[src/rtl/incline_pkg.sv]
// Shared widths and state encoding for the incline integrator.
//   RATE_W     : pitch-rate sample width
//   ACC_W      : integration accumulator width
//   INCL_W     : published incline width (accumulator MSBs)
//   SUM_W      : calibration sum width
//   LEAK_SHIFT : leak divisor exponent (only used with INCLINE_LEAK_EN)
package incline_pkg;

  localparam int unsigned RATE_W     = 16;
  localparam int unsigned ACC_W      = 27;
  localparam int unsigned INCL_W     = 13;
  localparam int unsigned SUM_W      = 20;
  localparam int unsigned LEAK_SHIFT = 10;

  typedef enum logic {
    CAL = 1'b0,
    RUN = 1'b1
  } state_e;

endpackage

[src/rtl/incline_integrator_if.sv]
// Sample/result bundle of the incline integrator.
//   ptch_rt     : signed pitch-rate sample (master -> slave)
//   vld         : one-cycle strobe qualifying ptch_rt (master -> slave)
//   clr         : synchronous clear of integration/calibration (master -> slave)
//   incline     : signed integrated incline (slave -> master)
//   incline_vld : one-cycle pulse when incline updates (slave -> master)
//   cal_done    : high once calibration finished (slave -> master)
interface incline_integrator_if;

  logic signed [incline_pkg::RATE_W-1:0] ptch_rt;
  logic                                  vld;
  logic                                  clr;
  logic signed [incline_pkg::INCL_W-1:0] incline;
  logic                                  incline_vld;
  logic                                  cal_done;

  modport master (
    output ptch_rt, vld, clr,
    input  incline, incline_vld, cal_done
  );

  modport slave (
    input  ptch_rt, vld, clr,
    output incline, incline_vld, cal_done
  );

endinterface

[src/rtl/sat_add.sv]
// Signed saturating adder: sum_o = clamp(a_i + b_i) to the W-bit signed range.
//   a_i, b_i : signed addends
//   sum_o    : saturated signed sum
module sat_add #(
  parameter int unsigned W = 27
) (
  input  logic signed [W-1:0] a_i,
  input  logic signed [W-1:0] b_i,
  output logic signed [W-1:0] sum_o
);

  logic [W:0] full;

  assign full = {a_i[W-1], a_i} + {b_i[W-1], b_i};

  always_comb begin
    sum_o = full[W-1:0];
    // Extra sign bit disagreeing with the MSB means the W-bit result overflowed.
    if (full[W] != full[W-1]) begin
      sum_o = full[W] ? {1'b1, {(W-1){1'b0}}} : {1'b0, {(W-1){1'b1}}};
    end
  end

endmodule

[src/rtl/incline_integrator.sv]
// Pitch-rate integrator with start-up bias calibration.
// CAL averages 2^CAL_LOG2 samples into an offset; RUN integrates (ptch_rt - offset)
// into a saturating accumulator whose MSBs are published as the incline.
//   clk, rst : clock, asynchronous active-high reset
//   bus      : incline_integrator_if slave (ptch_rt/vld/clr in, incline/incline_vld/cal_done out)
// Optional feature: define INCLINE_LEAK_EN to bleed acc >>> LEAK_SHIFT each RUN update.
module incline_integrator
  import incline_pkg::*;
#(
  parameter int unsigned CAL_LOG2 = 4
) (
  input  logic                 clk,
  input  logic                 rst,
  incline_integrator_if.slave  bus
);

  state_e                     state_q, state_d;
  logic [CAL_LOG2-1:0]        cnt_q, cnt_d;
  logic signed [SUM_W-1:0]    sum_q, sum_d, sum_add;
  logic signed [RATE_W-1:0]   offset_q, offset_d;
  logic signed [ACC_W-1:0]    acc_q, acc_d, acc_base, addend, acc_upd;
  logic signed [INCL_W-1:0]   incline_q, incline_d;
  logic                       ivld_q, ivld_d;
  logic [RATE_W:0]            diff;

  assign sum_add = sum_q + {{(SUM_W-RATE_W){bus.ptch_rt[RATE_W-1]}}, bus.ptch_rt};

  // One extra bit keeps the bias-corrected sample exact.
  assign diff   = {bus.ptch_rt[RATE_W-1], bus.ptch_rt} - {offset_q[RATE_W-1], offset_q};
  assign addend = {{(ACC_W-RATE_W-1){diff[RATE_W]}}, diff};

`ifdef INCLINE_LEAK_EN
  // Shrinks toward zero, so this subtraction can never overflow.
  assign acc_base = acc_q - (acc_q >>> LEAK_SHIFT);
`else
  assign acc_base = acc_q;
`endif

  sat_add #(
    .W (ACC_W)
  ) u_sat_add (
    .a_i   (acc_base),
    .b_i   (addend),
    .sum_o (acc_upd)
  );

  always_comb begin
    state_d   = state_q;
    cnt_d     = cnt_q;
    sum_d     = sum_q;
    offset_d  = offset_q;
    acc_d     = acc_q;
    incline_d = incline_q;
    ivld_d    = 1'b0;
    if (bus.clr) begin
      // Clear wins over a coincident sample, which is dropped.
      if (state_q == CAL) begin
        sum_d = '0;
        cnt_d = '0;
      end else begin
        acc_d     = '0;
        incline_d = '0;
      end
    end else if (bus.vld) begin
      unique case (state_q)
        CAL: begin
          if (cnt_q == '1) begin
            offset_d = RATE_W'(sum_add >>> CAL_LOG2);
            sum_d    = '0;
            cnt_d    = '0;
            state_d  = RUN;
          end else begin
            sum_d = sum_add;
            cnt_d = cnt_q + 1'b1;
          end
        end
        RUN: begin
          acc_d     = acc_upd;
          incline_d = acc_upd[ACC_W-1 -: INCL_W];
          ivld_d    = 1'b1;
        end
        default: state_d = CAL;
      endcase
    end
  end

  always_ff @(posedge clk or posedge rst) begin
    if (rst) begin
      state_q   <= CAL;
      cnt_q     <= '0;
      sum_q     <= '0;
      offset_q  <= '0;
      acc_q     <= '0;
      incline_q <= '0;
      ivld_q    <= 1'b0;
    end else begin
      state_q   <= state_d;
      cnt_q     <= cnt_d;
      sum_q     <= sum_d;
      offset_q  <= offset_d;
      acc_q     <= acc_d;
      incline_q <= incline_d;
      ivld_q    <= ivld_d;
    end
  end

  assign bus.incline     = incline_q;
  assign bus.incline_vld = ivld_q;
  assign bus.cal_done    = (state_q == RUN);

endmodule

[src/flat_wrapper.sv]
// flat-port wrapper written by rule: the top's interface ports become plain ports
module incline_integrator_flat import incline_pkg::*;
#(
  parameter int unsigned CAL_LOG2 = 4
)
  (clk, rst, bus_ptch_rt, bus_vld, bus_clr, bus_incline, bus_incline_vld, bus_cal_done);
  incline_integrator_if bus_i ();
  input  logic clk;
  input  logic rst;
  input wire logic [$bits(bus_i.ptch_rt)-1:0] bus_ptch_rt;
  input wire logic [$bits(bus_i.vld)-1:0] bus_vld;
  input wire logic [$bits(bus_i.clr)-1:0] bus_clr;
  output wire logic [$bits(bus_i.incline)-1:0] bus_incline;
  output wire logic [$bits(bus_i.incline_vld)-1:0] bus_incline_vld;
  output wire logic [$bits(bus_i.cal_done)-1:0] bus_cal_done;
  assign bus_i.ptch_rt = bus_ptch_rt;
  assign bus_i.vld = bus_vld;
  assign bus_i.clr = bus_clr;
  assign bus_incline = bus_i.incline;
  assign bus_incline_vld = bus_i.incline_vld;
  assign bus_cal_done = bus_i.cal_done;
  incline_integrator #(.CAL_LOG2(CAL_LOG2)) u_core (.clk(clk), .rst(rst), .bus(bus_i));
endmodule
[config.mk]
export PLATFORM = sky130hd
export DESIGN_NAME = incline_integrator_flat
export DESIGN_NICKNAME = d
export VERILOG_FILES = /design/src/rtl/incline_pkg.sv /design/src/rtl/incline_integrator_if.sv /design/src/rtl/sat_add.sv /design/src/rtl/incline_integrator.sv /design/src/flat_wrapper.sv
export SDC_FILE = /design/constraint.sdc
export NUM_CORES = 1
export LEC_CHECK = 0
export ABC_AREA = 1
export ABC_CLOCK_PERIOD_IN_PS = 4700
export BUFFER_PORTS_ARGS = -buffer_cell sky130_fd_sc_hd__buf_2
export CAP_MARGIN = 10
export CORE_ASPECT_RATIO = 1.1
export CORE_MARGIN = 5
export CORE_UTILIZATION = 45
export DETAILED_ROUTE_END_ITERATION = 16
export PLACE_DENSITY = 0.65
export SYNTH_ARGS = -nofsm -noshare
export SYNTH_HDL_FRONTEND = slang
export SYNTH_HIERARCHICAL = 1
export SYNTH_SLANG_ARGS = --single-unit
[constraint.sdc]
create_clock -name clk -period 4.7 [get_ports clk]
set_clock_uncertainty 0.1 [all_clocks]
set_input_delay 0.47 -clock clk [delete_from_list [all_inputs] [get_ports clk]]
set_output_delay 0.47 -clock clk [all_outputs]
set_load 0.02 [all_outputs]
* After elaboration in Yosys (flattened, before gate mapping) *
Index checks and enable logic that the tools add are counted.

operators by class
  add/sub/neg operators = 4
  multiply operators = 0
  div/mod/pow operators = 0
  order comparisons = 0
  equality and inequality tests = 2
  shift-type cells = 0
  mux-type cells = 25
  bitwise logic cells = 2
  reduce and logical (&&, ||, !) cells = 5

operator list
  cell                                                           number
  27-bit 2-to-1 mux                                              6
  20-bit 2-to-1 mux                                              5
  13-bit 2-to-1 mux                                              4
  27-bit by 17-bit adder with 28-bit output                      1
  20-bit adder                                                   1
  4-bit 2-to-1 mux                                               5
  16-bit by 16-bit subtractor with 17-bit output                 1
  2-bit AND reduction                                            3
  1-bit 2-to-1 mux                                               5
  4-bit by 1-bit adder with 4-bit output, second input constant  1
  4-bit == test, second input constant                           1
  4-bit AND reduction                                            1
  1-bit NOT                                                      2
  2-bit nonzero test                                             1
  1-bit inequality test                                          1

storage, ports and cells
  register bits after elaboration = 82
  latch bits = 0
  RAM bits = 0
  memory bits (read-only) = 0
  input bits = 20
  output and inout port bits = 15
  word-level logic and storage cells = 45
  memories kept = 0

* Longest topological paths before layout *
Gate-level depths: netlist (run 1).

  depth in word-level cells = 7
  mapped depth = 31
  depth with buffers taken out = 30

* Hierarchy *
Netlist (run 1), hierarchy kept.

by module, submodules not included
  module              times used  cells each  area each (um2)  sequential area each (um2)
  incline_integrator  1           683         4827.1           1726.7
  sat_add             1           392         2140.8           0.0

* Worst setup path before layout (run 1) *
No wires, ideal clock.

  path type = input-to-reg
  start = input port bus_ptch_rt[0]
  end = register u_core.acc_q[22], in the netlist u_core/acc_base[22]
  library setup time = 131 ps
  arrival = 3612 ps
  required time = 4469 ps
  setup slack = 858 ps
  cell stages on the path = 29
  path buffers = 1
  cells stage by stage = inv_1 -> ha_1 -> fa_1 -> inv_1 -> nand3_1 -> nand2_1 -> nand2_1 -> nand2_1 -> nand2_1 -> nand2_1 -> nand3_1 -> nand3_1 -> nand2_1 -> ha_1 -> nand2_1 -> inv_2 -> nand2_1 -> nand2_1 -> inv_1 -> nand2_1 -> a21oi_2 -> nand3_1 -> nand2_4 -> nand3_4 -> buf_6 -> nand2_1 -> nand2_1 -> nand2_1 -> o21ai_0

between the ends
  word-level cells in the longest chain between the ends = 7
  elaborated cells between the ends (all ways) = 8
  classes of those cells = add/sub (2); eq/ne (1); mux (5)

RTL lines
  item                                                        RTL line                      RTL
  start: declaration                                          flat_wrapper.sv:10            input wire logic [$bits(bus_i.ptch_rt)-1:0] bus_ptch_rt;
  16-bit by 16-bit subtractor with 17-bit output *            incline_integrator.sv:29      assign diff = {bus.ptch_rt[RATE_W-1], bus.ptch_rt} - {offset_q[RATE_W-1], offset_q};
  net u_core.diff[16]                                         incline_integrator.sv:24      logic [RATE_W:0] diff;
  27-bit by 17-bit adder with 28-bit output *                 sat_add.sv:14                 assign full = {a_i[W-1], a_i} + {b_i[W-1], b_i};
  27-bit 2-to-1 mux or 1-bit inequality test (tied branches)  sat_add.sv:20, sat_add.sv:19
  27-bit 2-to-1 mux *                                         sat_add.sv:19                 if (full[W] != full[W-1]) begin
  net u_core.acc_upd[22]                                      incline_integrator.sv:21      logic signed [ACC_W-1:0] acc_q, acc_d, acc_base, addend, acc_upd;
  27-bit 2-to-1 mux *                                         incline_integrator.sv:65      unique case (state_q)
  27-bit 2-to-1 mux *                                         incline_integrator.sv:64      end else if (bus.vld) begin
  27-bit 2-to-1 mux *                                         incline_integrator.sv:55      if (bus.clr) begin
  end signal: assignment                                      incline_integrator.sv:93      acc_q <= '0;
  end signal: assignment                                      incline_integrator.sv:101     acc_q <= acc_d;
  end: declaration                                            incline_integrator.sv:21

The timed path passes the listed nets; every way through them passes the cells marked *. The select of a mux whose other input is x is not followed.
A chain may end at the register's enable or synchronous reset.

* Worst setup path after layout (run 1) *
  start = register u_core.offset_q[0]
  end = register u_core.acc_q[14], in the netlist u_core/acc_base[14]

between the ends
  word-level cells in the longest chain between the ends = 7
  elaborated cells between the ends (all ways) = 8
  classes of those cells = add/sub (2); eq/ne (1); mux (5)

RTL lines
  item                                                        RTL line                      RTL
  start: declaration                                          incline_integrator.sv:20      logic signed [RATE_W-1:0] offset_q, offset_d;
  start signal: assignment                                    incline_integrator.sv:100     offset_q <= offset_d;
  16-bit by 16-bit subtractor with 17-bit output *            incline_integrator.sv:29
  net u_core.diff[16]                                         incline_integrator.sv:24
  27-bit by 17-bit adder with 28-bit output *                 sat_add.sv:14
  27-bit 2-to-1 mux or 1-bit inequality test (tied branches)  sat_add.sv:20, sat_add.sv:19
  27-bit 2-to-1 mux *                                         sat_add.sv:19
  net u_core.acc_upd[14]                                      incline_integrator.sv:21
  27-bit 2-to-1 mux *                                         incline_integrator.sv:65
  27-bit 2-to-1 mux *                                         incline_integrator.sv:64
  27-bit 2-to-1 mux *                                         incline_integrator.sv:55

Marked as above.

==> run metrics, run 1 <==
outcome completed; Die W 129 um; highest metal used met4; met1 WL 8120 um; dpl ws 276 ps; clock network power share 0.213; commonest cells in the netlist 374 x nand2_1, 158 x inv_1, 69 x dfrtp_1; Power Density 462 nW/um^2; number of nets in the layout 1191; GRT Overall Usage 0.211; CP max FO 11; TritonCTS clock tree yes; async set-reset flop share out of synthesis 1.00; post-synth top area cell dfrtp_1; Max Freq 240 MHz; most frequent CP cell nand2_1; IO Pins 35; ANT cells 0; worst hold path class in2async; Num CTS Buffers 9; Cell Rows 47; WP data required 4780 ps; remaining antenna violation count after routing 0; HPWL after detailed placement 14400 um; Syn Inst Count 1075; PortBufs 34; final hold slack 218 ps; Hold Vio Cnt, Final 0; aggregate global routing overflow 0; largest net degree at the start of global routing 43; Clock transition at path regs 60 ps; synth top area cells dfrtp_1 25%, nand2_1 20%, ha_1 11%, inv_1 8.5%, nand3_1 4.7%; wire per inst 14.2 um; Root Buffer clkbuf_16; Syn. warnings 6; CP Buf/Inv Count 2; post-route setup TNS 0 ps; cell at the slowest stage of the critical path fa_1; RSZ-0062 raised after global routing false; syn_nets 1161; Sw Ratio 0.463; Post-CTS Setup Bufs 0; CP Capture Type flip-flop; DIE AREA 18100 um^2; area growth from synthesis to layout 9.39%; post-cts hold buffer count 0; met2 WL 9500 um; final number of setup-violating endpoints 0; ratio of final minimum period to clock period 0.887; Placer Congestion 0.940; CTS max path bufs 2; Critical Path Max Stage Delay 410 ps; number of synthesized flops with an enable pin 0; final wirelength 18500 um; layout cells sized above 1 0.102; drt first pass iters 5; Worst-Skew Late Latency 340 ps; post-synth top area share 0.248; post-CTS sizing 0; synthesized cell area 6970 um^2; Tmin final 4170 ps; initial antenna violation count 0; internal cell power 1.89 mW; DR WL met3 475 um; # DRC 0; H-tree level count 3; number of synthesized register bits 69; MaxCap Viol Count 0; Via Count 6632; Die Ht 141 um; vias in the first global route 6664; top_reg_cell synth dfrtp_1; Tightest Pin Transition 1200 ps; Via density 5.08; Setup crit start kind flip-flop; Synth cell types 44; Top delay family on crit path simple AND/OR/NAND/NOR gates; VDD IR max 0.180 mV; first-pass GRT wire length 31100 um; syn avg cell area 6.48 um^2; switching pwr 1.63 mW; crit path DAT 4250 ps; post-synthesis sequential area ratio 0.248; Initial Util 0.461; clock sinks 69; Slew HR 0.201; leakage 4.29 nW; drt first-iter violations 306; Seq pwr share 0.219; setup ws final 531 ps; WS Path Type reg2reg; power consumption 3.52 mW; core area 15100 um^2; max-slew violation count 0; Combinational Power Share 0.567; count leader, synth nand2_1
## layer usage
| metal | global-route usage | up-vias |
|---|---|---|
| li1 | - | 3461 |
| met1 | 0.251 | 3048 |
| met2 | 0.387 | 96 |
| met3 | 0.0255 | 27 |
| met4 | 0.0752 | 0 |
| met5 | 0 | - |
## stage by stage
step,std cells,util,area [um^2]
after floorplan,1075,-,6970
after global placement,1289,0.482,7290
after detailed placement,1289,0.482,7290
after CTS,1305,0.503,7610
after global routing,1306,0.504,7620
final,1306,0.504,7620
## cell type report
cell class	instances	area (um^2)
sequential	69	1730
fill	1605	7490
inverter	166	623
multi-input combinational	815	4420
clock buffer	11	233
clock inverter	5	83.8
tap	196	245
timing repair buffer	44	290
## state kept, by name, summed over array words and instances, names as in the netlist
signal / cells
u_core/acc_base: 26
u_core/bus.incline_vld: 1
u_core/cnt_q: 4
u_core/sum_q: 20
u_core/bus.incline: 1
u_core/offset_q: 16
u_core/bus.cal_done: 1
## logic make-up (layout without fill, tap and decap cells)
group	after synthesis	after routing	synth area share
AND/OR/NAND/NOR	577	577	0.360
AO/OA/AOI/OAI	139	139	0.111
buffers and inverters	191	226	0.118
adder cells (fa/ha/maj)	66	66	0.122
flip-flops	69	69	0.248
XOR/XNOR	33	33	0.0415
## power by group through the flow
| stage | clock, mW | sequential (mW) | combinational (mW) |
|---|---|---|---|
| floorplan | 0 | 0.759 | 1.61 |
| global placement | 0 | 0.780 | 1.98 |
| detailed placement | 0 | 0.783 | 1.99 |
| CTS | 0.774 | 0.774 | 2.00 |
| global route | 0.795 | 0.785 | 2.26 |
| finish | 0.752 | 0.772 | 2.00 |
## worst paths after layout
check                                               start  slack, ps  depth (start not counted)                               to
setup / recovery           u_core/offset_q[0]$_DFFE_PP0P_        530                         25  u_core/acc_base[14]$_DFFE_PP0P_
setup reg to reg           u_core/offset_q[0]$_DFFE_PP0P_        530                         25  u_core/acc_base[14]$_DFFE_PP0P_
hold reg to reg            u_core/offset_q[9]$_DFFE_PP0P_        380                          2   u_core/offset_q[9]$_DFFE_PP0P_
hold / removal                                        rst        220                          2      u_core/cnt_q[2]$_DFFE_PP0P_
max in group asynchronous                             rst       3350                          3  u_core/acc_base[16]$_DFFE_PP0P_
min in group clk                                  bus_clr        280                          2      u_core/cnt_q[2]$_DFFE_PP0P_
## placed cells by master (no fill, tap or decap), types with 6 or more instances in the layout
cell,instances
nand4_1,10
xnor2_1,9
dfrtp_1,69
ha_1,63
nand2_1,374
clkbuf_16,9
buf_2,34
nor2_2,6
o21bai_1,8
a21oi_1,51
nand3b_1,10
xor2_1,24
nand2_2,24
nand3_1,66
inv_2,8
buf_4,6
nor2_1,63
o21ai_0,62
inv_1,157
No activity file was read; power rests on OpenSTA's default activity.
==> inputs of run 2 (changes only) <==
Settings changed: PLACE_DENSITY 0.65 to not set, REMOVE_ABC_BUFFERS set to 1.
==> run 2 against run 1 <==
  * Cell count is 0.54% lower
  * Worst setup slack worse by 32 ps
  * Largest power group unchanged
  * Critical path type unchanged
  * Via count decreased by 2.8%
  * Wire length decreased by 0.97%
  * Combinational power shrank 3%
  * Flip-flop and latch count stayed put
  * Critical path depth unchanged
==> run metrics, run 2 (same netlist as run 1, synthesis figures left out) <==
most frequent cells in the layout 374 x nand2_1, 157 x inv_1, 69 x dfrtp_1; CP Capture Type flip-flop; drt first pass iters 5; VDD IR max 0.178 mV; DIE AREA 18100 um^2; Clock transition at path regs 60 ps; post-CTS sizing 0; Post-DP Area 7230 um^2; Slew HR 0.292; WS Path Type reg2reg; remaining antenna violation count after routing 0; ratio of final minimum period to clock period 0.894; number of nets in the layout 1186; cell at the slowest stage of the critical path fa_1; Max Freq 238 MHz; RSZ-0062 raised after global routing false; core area 15100 um^2; max reg flops 26; MaxCap Viol Count 0; Via Count 6447; CTS max path bufs 2; initial antenna violation count 0; GRT Overall Usage 0.211; HPWL after detailed placement 14600 um; Util after Layout 0.498; Top delay family on crit path simple AND/OR/NAND/NOR gates; CP max FO 26; post-cts hold buffer count 0; PortBufs 34; clock sinks 69; largest net degree at the start of global routing 41; drt first-iter violations 237; Post-CTS Setup Bufs 0; Critical Path End u_core/acc_base[14]$_DFFE_PP0P_; aggregate global routing overflow 0; IO Pins 35; Hold Vio Cnt, Final 0; first-pass GRT wire length 30500 um; Initial Util 0.461; Post-Place Cells 1284; Worst-Skew Late Latency 340 ps; RR Startpoint u_core/offset_q[0]$_DFFE_PP0P_; leakage 4.25 nW; FF-to-FF setup slack 500 ps; most frequent CP cell nand2_1; power consumption 3.39 mW; Placer Congestion 0.929; dpl ws 219 ps; Setup crit start u_core/offset_q[0]$_DFFE_PP0P_; Critical R2R Capture u_core/acc_base[14]$_DFFE_PP0P_; wire per inst 14.1 um; most common cell after layout, fill and taps aside nand2_1; Cell Rows 47; Num CTS Buffers 9; TritonCTS clock tree yes; # DRC 0; worst r2r path cells 25; Power Density 450 nW/um^2; final number of setup-violating endpoints 0; layout cells sized above 1 0.0970; Fill cells 1612; area taken by flip-flops and latches 1730 um^2; max-slew violation count 0; Tightest Pin Transition 1060 ps; setup ws final 499 ps; cell area after layout 7520 um^2; crit path DAT 4280 ps; final wirelength 18300 um; post-route setup TNS 0 ps; WP data required 4780 ps; Root Buffer clkbuf_16; worst hold path class in2async; Via density 4.96; Layout Cells excl Fill 1299; H-tree level count 3; area growth from synthesis to layout 7.97%; Multi-input gate area 4420 um^2; ANT cells 0; Tmin final 4200 ps; Die Ht 141 um; outcome completed; Critical Path Max Stage Delay 410 ps; Die W 129 um; CP Depth 25; Setup crit start kind flip-flop; CP Buf/Inv Count 2; vias in the first global route 6406; final hold slack 204 ps
==> run 2: changes by cell type in the layout (fill, tap and decap cells not counted), sizes merged <==
cell      change
buf           -5
clkinv        +2
bufinv        -1
clkbuf        -1
clkinvlp      -1
inv           -1
==> run 2: layout make-up <==
type,instances,share of cell area
Multi-Input combinational cell,815,0.588
Sequential cell,69,0.230
Tap cell,196,0.0326
Clock buffer,10,0.0304
Inverter,166,0.0828
Clock inverter,4,0.00682
Timing Repair Buffer,39,0.0303
==> run 2: metal layers <==
layer / global-route usage / vias up / routed length (um)
met5: 0 / - / 0
met4: 0.0967 / 0 / 621
met3: 0.0198 / 35 / 426
met2: 0.381 / 85 / 9310
met1: 0.249 / 2875 / 7960
li1: - / 3452 / -
==> run 2: worst min-delay path by stage <==
stage	startpoint	slack [ps]	end
finish	rst	200	u_core/cnt_q[0]$_DFFE_PP0P_
global placement	u_core/offset_q[9]$_DFFE_PP0P_	360	u_core/offset_q[9]$_DFFE_PP0P_
detailed placement	u_core/offset_q[10]$_DFFE_PP0P_	370	u_core/offset_q[10]$_DFFE_PP0P_
CTS	rst	230	u_core/cnt_q[0]$_DFFE_PP0P_
floorplan	u_core/offset_q[10]$_DFFE_PP0P_	350	u_core/offset_q[10]$_DFFE_PP0P_
global route	rst	280	u_core/cnt_q[0]$_DFFE_PP0P_
==> run 2: power breakdown <==
group / internal [mW] / leakage (nW) / switching, mW / total, mW
Clock: 0.405 / 0.134 / 0.267 / 0.672
Combinational: 0.674 / 3.19 / 1.26 / 1.94
Sequential: 0.695 / 0.917 / 0.0821 / 0.777
==> inputs of run 3 (changes only) <==
Settings changed: REMOVE_ABC_BUFFERS 1 to not set.
==> run 3 against run 2 <==
  * Wire length up 3.0%
  * Highest routed layer unchanged
  * Clock power down 3%
  * Critical path depth unchanged
  * Combinational power up 4%
  * Core utilization up 0.42 points
  * Via count up 2.6%
  * Worst setup slack better by 79 ps
  * Design area up 0.85%
  * Maximum frequency up 1.9%
  * Flip-flop and latch count unchanged
  * Sequential power down 0.8%
  * Critical endpoint is now u_core/acc_base[20]$_DFFE_PP0P_
==> run metrics, run 3 (same netlist as run 1, synthesis figures left out) <==
outcome completed; number of nets in the layout 1192; PortBufs 34; Root Buffer clkbuf_16; layout cells sized above 1 0.104; wire per inst 14.4 um; Placer Congestion 0.885; Clock transition at path regs 60 ps; Hold Vio Cnt, Final 0; area taken by flip-flops and latches 1730 um^2; Die W 129 um; Num CTS Buffers 9; initial antenna violation count 0; WS Path Type reg2reg; TritonCTS clock tree yes; clock sinks 69; Post-CTS Setup Bufs 0; setup ws final 578 ps; max-slew violation count 0; Layout Cells excl Fill 1307; CP max FO 11; largest net degree at the start of global routing 41; post-route setup TNS 0 ps; post-cts hold buffer count 0; Setup crit start kind flip-flop; first-pass GRT wire length 31600 um; RSZ-0062 raised after global routing false; H-tree level count 3; Util after Layout 0.502; CTS max path bufs 2; aggregate global routing overflow 0; Post-Place Cells 1290; # DRC 0; CP Capture Type flip-flop; max reg flops 26; most common cell after layout, fill and taps aside nand2_1; MaxCap Viol Count 0; DIE AREA 18100 um^2; core area 15100 um^2; leakage 4.28 nW; GRT Overall Usage 0.217; most frequent cells in the layout 374 x nand2_1, 157 x inv_1, 69 x dfrtp_1; Cell Rows 47; Slew HR 0.457; vias in the first global route 6634; IO Pins 35; Via Count 6617; area growth from synthesis to layout 8.89%; crit path DAT 4220 ps; Tightest Pin Transition 812 ps; Initial Util 0.461; ratio of final minimum period to clock period 0.877; WP data required 4800 ps; Multi-input gate area 4420 um^2; remaining antenna violation count after routing 0; final hold slack 113 ps; post-CTS sizing 0; final wirelength 18900 um; Post-DP Area 7300 um^2; ANT cells 0; power consumption 3.43 mW; Worst-Skew Late Latency 350 ps; Die Ht 141 um; Max Freq 243 MHz; Power Density 452 nW/um^2; VDD IR max 0.188 mV; drt first-iter violations 236; worst hold path class in2async; HPWL after detailed placement 15000 um; final number of setup-violating endpoints 0; Via density 5.06; drt first pass iters 5; dpl ws 228 ps; Fill cells 1574; Tmin final 4120 ps; cell area after layout 7590 um^2
[run 3: changes by cell type in the layout (fill, tap and decap cells not counted), sizes merged]
cell,previous run,this run
buf,39,45
clkinv,3,5
bufinv,1,0
clkinvlp,1,2
[run 3: worst paths after layout]
kind,endpoint,slack (ps),cells after the start,startpoint
setup / recovery,u_core/acc_base[20]$_DFFE_PP0P_,580,25,u_core/offset_q[0]$_DFFE_PP0P_
hold / removal,u_core/bus.cal_done$_DFFE_PP0P_,110,2,rst
setup reg to reg,u_core/acc_base[20]$_DFFE_PP0P_,580,25,u_core/offset_q[0]$_DFFE_PP0P_
hold reg to reg,u_core/sum_q[16]$_DFFE_PP0P_,380,2,u_core/sum_q[16]$_DFFE_PP0P_
max in group asynchronous,u_core/offset_q[15]$_DFFE_PP0P_,3370,3,rst
min in group clk,u_core/cnt_q[2]$_DFFE_PP0P_,280,2,bus_clr
[run 3: layout make-up]
class | instances | area share
clock buffer | 10 | 0.0315
clock inverter | 6 | 0.00511
inverter | 166 | 0.0821
multi-input combinational | 815 | 0.583
sequential | 69 | 0.228
tap | 196 | 0.0323
timing repair buffer | 45 | 0.0388
[run 3: metal layers]
| metal | GRT usage | vias up | wire length (um) |
|---|---|---|---|
| met2 | 0.400 | 86 | 9800 |
| li1 | - | 3474 | - |
| met4 | 0.0724 | 0 | 454 |
| met1 | 0.255 | 3029 | 8120 |
| met3 | 0.0305 | 28 | 495 |
| met5 | 0 | - | 0 |
[run 3: worst max-delay path, cell delays in order, from the launching register on]
cell and delay (ps):
dfrtp_1 380, ha_1 230, fa_1 410, inv_1 70
nand3_1 60, nand2_1 110, nand2_1 60, nand2_1 120
nand2_1 80, nand2_1 110, nand3_1 100, nand3_1 80
nand2_1 90, buf_12 160, ha_1 330, a21oi_1 220
and2_1 240, nand2_1 90, nand2_1 90, nand3_2 70
nand2_1 130, nand2_2 110, nor2_4 260, o21ai_0 120
nand2_1 70, o21ai_0 90
[run 3: power breakdown]
part,internal [mW],switching (mW)
clock,0.370,0.282
sequential,0.695,0.0756
combinational,0.728,1.28
